==> src/rtl/muldiv_ctrl.sv <==
// Purpose : sequencer for the shared mult/div unit; signed shift-add multiply or restoring divide into HI/LO.
// Latency : done 33 cycles after the accepted start (WIDTH iterations + final sign fix); divide-by-zero reports after 1 cycle.
// Backpres: single operation in flight; start is ignored while busy is high (no queueing).
//
// Ports:
//   clk, reset                  rising-edge clock, asynchronous active-low reset
//   start, op, op_a, op_b       one-cycle request; op 0 = signed mult, 1 = signed div
//   busy, done, div_zero        status; done/div_zero are one-cycle pulses
//   hilo_write, hi, lo          result strobe and registered HI/LO (held between completions)
module muldiv_ctrl #(
    parameter int WIDTH = 32,
    parameter int CNT_W = 6
) (
    input  logic             clk,
    input  logic             reset,
    input  logic             start,
    input  logic             op,
    input  logic [WIDTH-1:0] op_a,
    input  logic [WIDTH-1:0] op_b,
    output logic             busy,
    output logic             done,
    output logic             div_zero,
    output logic             hilo_write,
    output logic [WIDTH-1:0] hi,
    output logic [WIDTH-1:0] lo
);

    typedef enum logic [2:0] {
        S_IDLE = 3'd0,
        S_MULT = 3'd1,
        S_DIV  = 3'd2,
        S_FIN  = 3'd3,
        S_DZ   = 3'd4
    } state_t;

    state_t state;
    state_t state_nxt;

    // Operand magnitudes. a_mag is the multiplicand, or the dividend that is
    // shifted out while quotient bits are shifted in. b_mag is the multiplier
    // (shifted right each step) or the divisor (constant).
    logic [WIDTH-1:0]   a_mag;
    logic [WIDTH-1:0]   b_mag;
    // Multiply: full 2*WIDTH product accumulator. Divide: upper half is the
    // partial remainder, lower half unused.
    logic [2*WIDTH-1:0] acc;
    logic [CNT_W-1:0]   cnt;
    logic               neg_res;
    logic               neg_rem;
    logic               is_div;

    logic               last_iter;

    // Request-side magnitudes; unary minus keeps the most negative value
    // correct as an unsigned magnitude.
    logic [WIDTH-1:0]   a_abs;
    logic [WIDTH-1:0]   b_abs;

    // Multiply step
    logic [WIDTH:0]     mul_sum;
    logic [2*WIDTH-1:0] mul_acc_nxt;
    logic [2*WIDTH-1:0] mul_res;

    // Divide step
    logic [WIDTH-1:0]   rem;
    logic [WIDTH:0]     rem_sh;
    logic [WIDTH+1:0]   trial;
    logic               trial_ok;
    logic [WIDTH-1:0]   rem_nxt;
    logic [WIDTH-1:0]   quo_nxt;

    // Registered-output next values
    logic               busy_nxt;
    logic               done_nxt;
    logic               div_zero_nxt;
    logic               hilo_write_nxt;
    logic [WIDTH-1:0]   hi_nxt;
    logic [WIDTH-1:0]   lo_nxt;

    assign a_abs = op_a[WIDTH-1] ? -op_a : op_a;
    assign b_abs = op_b[WIDTH-1] ? -op_b : op_b;

    // Counter holds the number of iterations already done; the edge that
    // performs iteration WIDTH moves to FIN.
    assign last_iter = (cnt == CNT_W'(WIDTH - 1));

    // Add into the upper half with the carry kept in bit WIDTH, then the
    // whole accumulator shifts right so the carry lands in the top bit.
    assign mul_sum     = {1'b0, acc[2*WIDTH-1:WIDTH]} + (b_mag[0] ? {1'b0, a_mag} : '0);
    assign mul_acc_nxt = {mul_sum, acc[WIDTH-1:1]};
    assign mul_res     = neg_res ? -acc : acc;

    // Restoring divide: shift {rem, quo} left, try subtracting the divisor
    // and keep the difference only when it does not go negative. One spare
    // bit on top of the trial makes the borrow an explicit sign bit.
    assign rem      = acc[2*WIDTH-1:WIDTH];
    assign rem_sh   = {rem, a_mag[WIDTH-1]};
    assign trial    = {1'b0, rem_sh} - {2'b00, b_mag};
    assign trial_ok = ~trial[WIDTH+1];
    assign rem_nxt  = trial_ok ? trial[WIDTH-1:0] : rem_sh[WIDTH-1:0];
    assign quo_nxt  = {a_mag[WIDTH-2:0], trial_ok};

    // ------------------------------------------------------------------
    // State register
    // ------------------------------------------------------------------
    always_ff @(posedge clk or negedge reset) begin
        if (!reset) begin
            state <= S_IDLE;
        end else begin
            state <= state_nxt;
        end
    end

    // ------------------------------------------------------------------
    // Next-state logic
    // ------------------------------------------------------------------
    always_comb begin
        state_nxt = S_IDLE;
        case (state)
            S_IDLE: begin
                if (!start) begin
                    state_nxt = S_IDLE;
                end else if (!op) begin
                    state_nxt = S_MULT;
                end else if (op_b == '0) begin
                    state_nxt = S_DZ;
                end else begin
                    state_nxt = S_DIV;
                end
            end
            S_MULT:  state_nxt = last_iter ? S_FIN : S_MULT;
            S_DIV:   state_nxt = last_iter ? S_FIN : S_DIV;
            S_FIN:   state_nxt = S_IDLE;
            S_DZ:    state_nxt = S_IDLE;
            default: state_nxt = S_IDLE;
        endcase
    end

    // ------------------------------------------------------------------
    // Output logic (next values of the registered outputs)
    // ------------------------------------------------------------------
    always_comb begin
        busy_nxt       = 1'b0;
        done_nxt       = 1'b0;
        div_zero_nxt   = 1'b0;
        hilo_write_nxt = 1'b0;
        hi_nxt         = hi;
        lo_nxt         = lo;
        case (state)
            S_IDLE: begin
                busy_nxt = start;
            end
            S_MULT, S_DIV: begin
                busy_nxt = 1'b1;
            end
            S_FIN: begin
                done_nxt       = 1'b1;
                hilo_write_nxt = 1'b1;
                if (is_div) begin
                    // Quotient truncates toward zero; remainder takes the dividend's sign.
                    lo_nxt = neg_res ? -a_mag : a_mag;
                    hi_nxt = neg_rem ? -rem : rem;
                end else begin
                    hi_nxt = mul_res[2*WIDTH-1:WIDTH];
                    lo_nxt = mul_res[WIDTH-1:0];
                end
            end
            S_DZ: begin
                done_nxt     = 1'b1;
                div_zero_nxt = 1'b1;
            end
            default: begin
                busy_nxt = 1'b0;
            end
        endcase
    end

    always_ff @(posedge clk or negedge reset) begin
        if (!reset) begin
            busy       <= 1'b0;
            done       <= 1'b0;
            div_zero   <= 1'b0;
            hilo_write <= 1'b0;
            hi         <= '0;
            lo         <= '0;
        end else begin
            busy       <= busy_nxt;
            done       <= done_nxt;
            div_zero   <= div_zero_nxt;
            hilo_write <= hilo_write_nxt;
            hi         <= hi_nxt;
            lo         <= lo_nxt;
        end
    end

    // ------------------------------------------------------------------
    // Datapath registers
    // ------------------------------------------------------------------
    always_ff @(posedge clk or negedge reset) begin
        if (!reset) begin
            a_mag   <= '0;
            b_mag   <= '0;
            acc     <= '0;
            cnt     <= '0;
            neg_res <= 1'b0;
            neg_rem <= 1'b0;
            is_div  <= 1'b0;
        end else begin
            case (state)
                S_IDLE: begin
                    // Operands are captured only here, so a start while busy
                    // cannot disturb the operation in flight.
                    if (start) begin
                        a_mag   <= a_abs;
                        b_mag   <= b_abs;
                        neg_res <= op_a[WIDTH-1] ^ op_b[WIDTH-1];
                        neg_rem <= op_a[WIDTH-1];
                        is_div  <= op;
                        acc     <= '0;
                        cnt     <= '0;
                    end
                end
                S_MULT: begin
                    acc   <= mul_acc_nxt;
                    b_mag <= {1'b0, b_mag[WIDTH-1:1]};
                    cnt   <= cnt + CNT_W'(1);
                end
                S_DIV: begin
                    acc   <= {rem_nxt, acc[WIDTH-1:0]};
                    a_mag <= quo_nxt;
                    cnt   <= cnt + CNT_W'(1);
                end
                default: begin
                    cnt <= cnt;
                end
            endcase
        end
    end

endmodule

==> config.mk <==
export PLATFORM = sky130hd
export DESIGN_NAME = muldiv_ctrl
export DESIGN_NICKNAME = d
export VERILOG_FILES = /design/src/rtl/muldiv_ctrl.sv
export SDC_FILE = /design/constraint.sdc
export NUM_CORES = 1
export LEC_CHECK = 0
export CORE_ASPECT_RATIO = 0.75
export CORE_MARGIN = 2
export CORE_UTILIZATION = 45
export DETAILED_ROUTE_END_ITERATION = 8
export GPL_TIMING_DRIVEN = 0
export HOLD_SLACK_MARGIN = 0.05
export SYNTH_ARGS = -nofsm -noshare
export SYNTH_HDL_FRONTEND = slang
export SYNTH_SLANG_ARGS = --single-unit
==> constraint.sdc <==
create_clock -name clk -period 4.5 [get_ports clk]
set_input_delay 0.45 -clock clk [delete_from_list [all_inputs] [get_ports clk]]
set_output_delay 0.45 -clock clk [all_outputs]
set_load 0.005 [all_outputs]
Word level (Yosys, flattened, before mapping)
Index checks and enable logic that the tools add are counted.
{"block": "word_totals", "ff_bits": 208, "wordCells": 73, "out_inout_bits": 68, "in_bits": 68}
{"block": "classes", "addsub": 8, "n_mux": 27, "n_bitwise": 3, "eq_ne": 6, "n_reduce_logical": 14}
{"op": "$mux 32", "n": 10}
{"op": "$pmux 64 s3", "n": 1}
{"op": "$mux 64", "n": 2}
{"op": "$neg 32->32", "n": 4}
{"op": "$pmux 32 s2", "n": 2}
{"op": "$neg 64->64", "n": 1}
{"op": "$sub 33x32->34", "n": 1}
{"op": "$add 32x32->33", "n": 1}
{"op": "$logic_not 32->1", "n": 1}
{"op": "$pmux 6 s2", "n": 1}
{"op": "$reduce_and 2->1", "n": 5}
{"op": "$mux 3", "n": 3}
{"op": "$pmux 3 s3", "n": 1}
{"op": "$add 6x1->6 const B", "n": 1}
{"op": "$eq 3x2->1 const B", "n": 2}
{"op": "$eq 6x5->1 const B", "n": 1}
{"op": "$mux 6", "n": 1}
{"op": "$reduce_bool 2->1", "n": 3}
{"op": "$mux 1", "n": 4}
{"op": "$reduce_or 2->1", "n": 2}
{"op": "$eq 3x1->1 const B", "n": 1}
{"op": "$eq 3x3->1 const B", "n": 1}
{"op": "$logic_not 3->1", "n": 1}
{"op": "$reduce_and 3->1", "n": 1}
{"op": "other kinds (6)", "n": 7}

Depth between registers and ports, before layout
{"block": "depth", "ltp_word": 5, "ltp_mapped": 14, "depth_no_buf": 13}

Least setup slack after synthesis
OpenSTA, ideal clock, no wires.
{"block": "synth_timing", "path_kind": "reg2reg", "from": "register acc[38]", "to": "register acc[62]", "required_ns": 4.364, "arrival_ns": 2.916, "setup_slack_ns": 1.449, "path_stages_with_launch": 13, "path_cell_list": "dfrtp_1 ha_1 clkbuf_1 nand2_1 o21ai_0 or2_2 o21ai_0 o2111a_1 nor2_1 clkbuf_1 nor2_1 a221oi_1 o21ai_0"}
{"block": "synth_between", "elab_chain_cells": 3}
{"item": "start, declared", "line": "46", "text": "logic [2*WIDTH-1:0] acc;"}
{"item": "start signal, assigned", "line": "224", "text": "acc <= mul_acc_nxt;"}
{"item": "start signal, assigned", "line": "229", "text": "acc <= {rem_nxt, acc[WIDTH-1:0]};"}
{"item": "$sub 33x32->34", "line": "98", "text": "assign trial = {1'b0, rem_sh} - {2'b00, b_mag};"}
{"item": "$mux 32", "line": "100", "text": "assign rem_nxt = trial_ok ? trial[WIDTH-1:0] : rem_sh[WIDTH-1:0];"}
{"item": "$pmux 64 s3 *", "line": "209", "text": "case (state)"}
Every way passes the cells marked *; elsewhere a longest branch is shown, timed or not.
A chain may end at the register's enable or synchronous reset.

Worst setup path in the final report
{"block": "layout_timing", "from": "register acc[38]", "to": "register acc[33]"}
{"block": "layout_between", "elab_chain_cells": 3}
{"item": "$sub 33x32->34", "line": "98"}
{"item": "$mux 32", "line": "100"}
{"item": "$pmux 64 s3", "line": "209"}
Every way passes these cells.

==> impl_results.md <==
- Result of the run: finished, final reports clean
- IO Count: 136
- Detailed-router iteration count before antenna repair: 6
- Top fanout value on the critical path: 10
- Final core area utilization: 54.7%
- Final GP Congestion: 0.916
- Total routed wirelength: 55,300 um
- Die Y: 165 um
- Fraction of power consumed by the clock network: 15.8%
- Hold EP: lo[16]$_DFFE_PN0P_
- Cells after synthesis: 1,842
- Filler cell count in the final layout: 3,185
- Synthesis-stage register bit count: 208
- Worst-margin pin slew: 1060 ps
- Vias in the first global route: 14,100
- Dominant cells by area after synthesis: sky130_fd_sc_hd__dfrtp_1, sky130_fd_sc_hd__o21ai_0, sky130_fd_sc_hd__xor2_1
- Worst hold path class: reg -> reg
- Endpoint kind of the worst setup timing path: flip-flop
- Layout net count: 2,147
- Global routing usage summed across all routing layers: 30.5%
- Internal power component: 7.76 mW
- Distinct cell type count after synthesis: 80
- Post-synth EDFFs: 0
- Global route overflow: 0
- Main flop type after synthesis: sky130_fd_sc_hd__dfrtp_1
- Final worst path period need: 4220 ps
- Pin count of the biggest net entering global routing: 107
- R2R depth: 12
- CTS Sinks: 208
- Switching share of power: 48.9%
- Post-synth net total: 1,983
- Portion of the post-synthesis area used by sequential elements: 33.4%
- Total negative slack: 0 ps
- Final worst clock skew: 25.5 ps
- Leakage: 7.93 nW
- Data arrival time of the worst path: 4610 ps
- Die Outline Area: 36,100 um2
- Crit path largest cell delay: 620 ps
- Number of failing setup endpoints in the final timing report: 0
- Number of nets still failing antenna checks after routing: 0
- Clock Root Buffer: sky130_fd_sc_hd__clkbuf_16
- HPWL after detailed placement: 43,200 um
- Switching power: 7.43 mW
- Worst-case clock buffer depth: 3
- Number of max-slew violations in the final report: 0
- Design area: 18,500 um2
- WP data required: 4890 ps
- CTS tree: yes
- Unrepaired setup endpoints after global routing: false
- Rel. slew slack: 28.8%
- Start point of the worst min-delay path: lo[16]$_DFFE_PN0P_
- Pwr per Cell Area: 821 nW/um2
- Initial standard-cell utilization of the core: 46.0%
- Combinational fraction of design power: 60.2%
- Number of buffers created by CTS: 24
- Most frequent cell after synthesis: sky130_fd_sc_hd__o21ai_0
- Per-cell via count in the routed design: 6.04
- Post-CTS repair timing setup buffer count: 0
- Via count: 14,900
- Core box area: 33,800 um2
- Width of the chip: 219 um
- Synthesis warning total: 0
- Layout overhead on the synthesized area: 18.8%
- Wire length of the first global-routing pass: 83,900 um
- Summed instance area of the synthesized netlist: 15,600 um2
- Insertion delay of the later-clocked pin in the worst-skew pair: 560 ps
- Worst-path clk slew: 70 ps
- DRC marker count from the first detailed-route iteration: 1,442
- Area share of the leading cell type in the synthesized netlist: 33.4%
- Worst Hold Path Cells: 2
- Ordered cell list for the critical path: ha_1 -> clkbuf_1 -> nand2_1 -> o21ai_0 -> or2_2 -> o21ai_0 -> o2111a_1 -> nor2_1 -> clkbuf_1 -> nand2_1 -> o211ai_1 -> o221ai_1
- Final period utilization: 93.8%
- Slowest library cell on the worst path: sky130_fd_sc_hd__nor2_1
- H-tree depth: 1
- Kind of cell adding the most delay to the critical path: compound AO/OA/AOI/OAI gates
- Routed len/inst: 22.3 um
- Count of buffer and inverter cells on the critical path: 2
- Worst IR drop on VDD: 0.433 mV
- Core Rows: 58
- Share of flip-flops with an asynchronous set or reset after synthesis: 100%
- Fraction of final layout cells with drive strength greater than 1: 4.35%
- Maximum achievable frequency: 237 MHz
- Worst-case register-to-register setup slack: 280 ps
- Proportion of power drawn by flip-flops and latches: 24.0%
- Type of the worst setup path: reg -> reg
- Number of antenna violations at the first check in global routing: 0
- Count of maximum capacitance violations: 0
- Post-synth top cells: sky130_fd_sc_hd__o21ai_0, sky130_fd_sc_hd__dfrtp_1, sky130_fd_sc_hd__nand2_1, sky130_fd_sc_hd__xor2_1, sky130_fd_sc_hd__a21oi_1
- Synthesized area divided by synthesized cell count: 8.45 um2
- Placed cell areas: 17,500 um2
- RR Endpoint: acc[33]$_DFFE_PN0P_
- Area of combinational cells with multiple inputs: 9690 um2
- Register Area: 5200 um2
- DRC: 0
- Leading area contributor after synthesis: sky130_fd_sc_hd__dfrtp_1
- Number of endpoints with negative hold slack in the final report: 0
- Startpoint types: flip-flop
- Port bufs: 135
- Critical R2R Launch: acc[38]$_DFFE_PN0P_
- Antenna diode count: 0
[through the flow]
step                worst slack [ps]  std cells  total power [mW]  hold WS [ps]
floorplan                       1450       1842              9.33           154
global placement               -6070       2427              12.5           461
detailed placement               237       2429              12.6           470
CTS                              211       2474              15.0           485
global route                    74.8       2474              16.3           506
finish                           277       2474              15.2           475
[what timing repair did]
action,in CTS,in global routing
resized for setup,0,2
endpoints found under the setup margin,0,10
endpoints found under the hold margin,105,0
hold buffers,1,0
[routing by layer]
layer | vias to the layer above | global-route usage (%) | share of wire [%]
met5 | - | 0 | 0
met4 | 0 | 7.46 | 2.4
met3 | 84 | 8.77 | 9.8
met2 | 587 | 42.8 | 40
met1 | 7208 | 45.6 | 48
li1 | 7056 | - | -
[cells in the final DEF, fill, tap and decap left out, types with 66 or more instances in the layout]
cell,instances
sky130_fd_sc_hd__a21oi_1,95
sky130_fd_sc_hd__a22oi_1,74
sky130_fd_sc_hd__clkbuf_1,80
sky130_fd_sc_hd__clkdlybuf4s50_1,134
sky130_fd_sc_hd__dfrtp_1,208
sky130_fd_sc_hd__ha_1,71
sky130_fd_sc_hd__inv_1,66
sky130_fd_sc_hd__nand2_1,197
sky130_fd_sc_hd__nor2_1,85
sky130_fd_sc_hd__o21ai_0,245
sky130_fd_sc_hd__xnor2_1,83
sky130_fd_sc_hd__xor2_1,118
[how the worst max path moves through the flow]
stage	cells past startpoint	end	from
5_1_grt	12	acc[62]$_DFFE_PN0P_	acc[38]$_DFFE_PN0P_
3_3_place_gp	1	a_mag[19]$_DFFE_PN0P_	reset
6_report	12	acc[33]$_DFFE_PN0P_	acc[38]$_DFFE_PN0P_
4_1_cts	11	acc[56]$_DFFE_PN0P_	acc[38]$_DFFE_PN0P_
3_5_place_dp	11	acc[56]$_DFFE_PN0P_	acc[38]$_DFFE_PN0P_
2_1_floorplan	12	acc[62]$_DFFE_PN0P_	acc[38]$_DFFE_PN0P_
[power groups by stage]
stage | sequential (mW) | clock, mW | combinational, mW
4_1_cts | 3.61 | 2.43 | 9.01
3_3_place_gp | 3.62 | 0 | 8.87
2_1_floorplan | 3.21 | 0 | 6.11
3_5_place_dp | 3.64 | 0 | 8.97
6_report | 3.64 | 2.40 | 9.14
5_1_grt | 3.72 | 2.51 | 10.1
[cells by family (layout without fill, tap and decap cells)]
family                   Yosys count  after routing  synth area share, %
AO/OA/AOI/OAI                    640            640                 26.3
AND/OR/NAND/NOR                  521            521                 16.6
flip-flops                       208            208                 33.4
XOR/XNOR                         201            201                 11.3
buffers and inverters            169            351                 4.37
adder cells (fa/ha/maj)           73             73                 5.96
multiplexers                      30             30                 2.06
[final cells by class]
| type | instances | area share, % |
|---|---|---|
| Timing Repair Buffer | 138 | 7.57 |
| Tap cell | 450 | 3.04 |
| Sequential cell | 208 | 28.1 |
| Multi-Input combinational cell | 1465 | 52.4 |
| Clock buffer | 26 | 3.29 |
| Buffer | 103 | 2.35 |
| Inverter | 66 | 1.34 |
| Clock inverter | 18 | 1.91 |
[registers in the layout, indices dropped and copies added, names as in the netlist]
name and count:
hi 32, div_zero 1, is_div 1, neg_rem 1, state 3, neg_res 1, acc 64, done 1
busy 1, cnt 6, b_mag 32, lo 32, hilo_write 1, a_mag 32
[worst reg2reg max path, cell delays in order, from the launching register on]
cell	delay [ps]
sky130_fd_sc_hd__dfrtp_1	530
sky130_fd_sc_hd__ha_1	350
sky130_fd_sc_hd__clkbuf_1	260
sky130_fd_sc_hd__nand2_1	80
sky130_fd_sc_hd__o21ai_0	370
sky130_fd_sc_hd__or2_2	190
sky130_fd_sc_hd__o21ai_0	330
sky130_fd_sc_hd__o2111a_1	410
sky130_fd_sc_hd__nor2_1	620
sky130_fd_sc_hd__clkbuf_1	540
sky130_fd_sc_hd__nand2_1	120
sky130_fd_sc_hd__o211ai_1	110
sky130_fd_sc_hd__o221ai_1	140
Note: power is estimated with default switching activity, not from simulation.
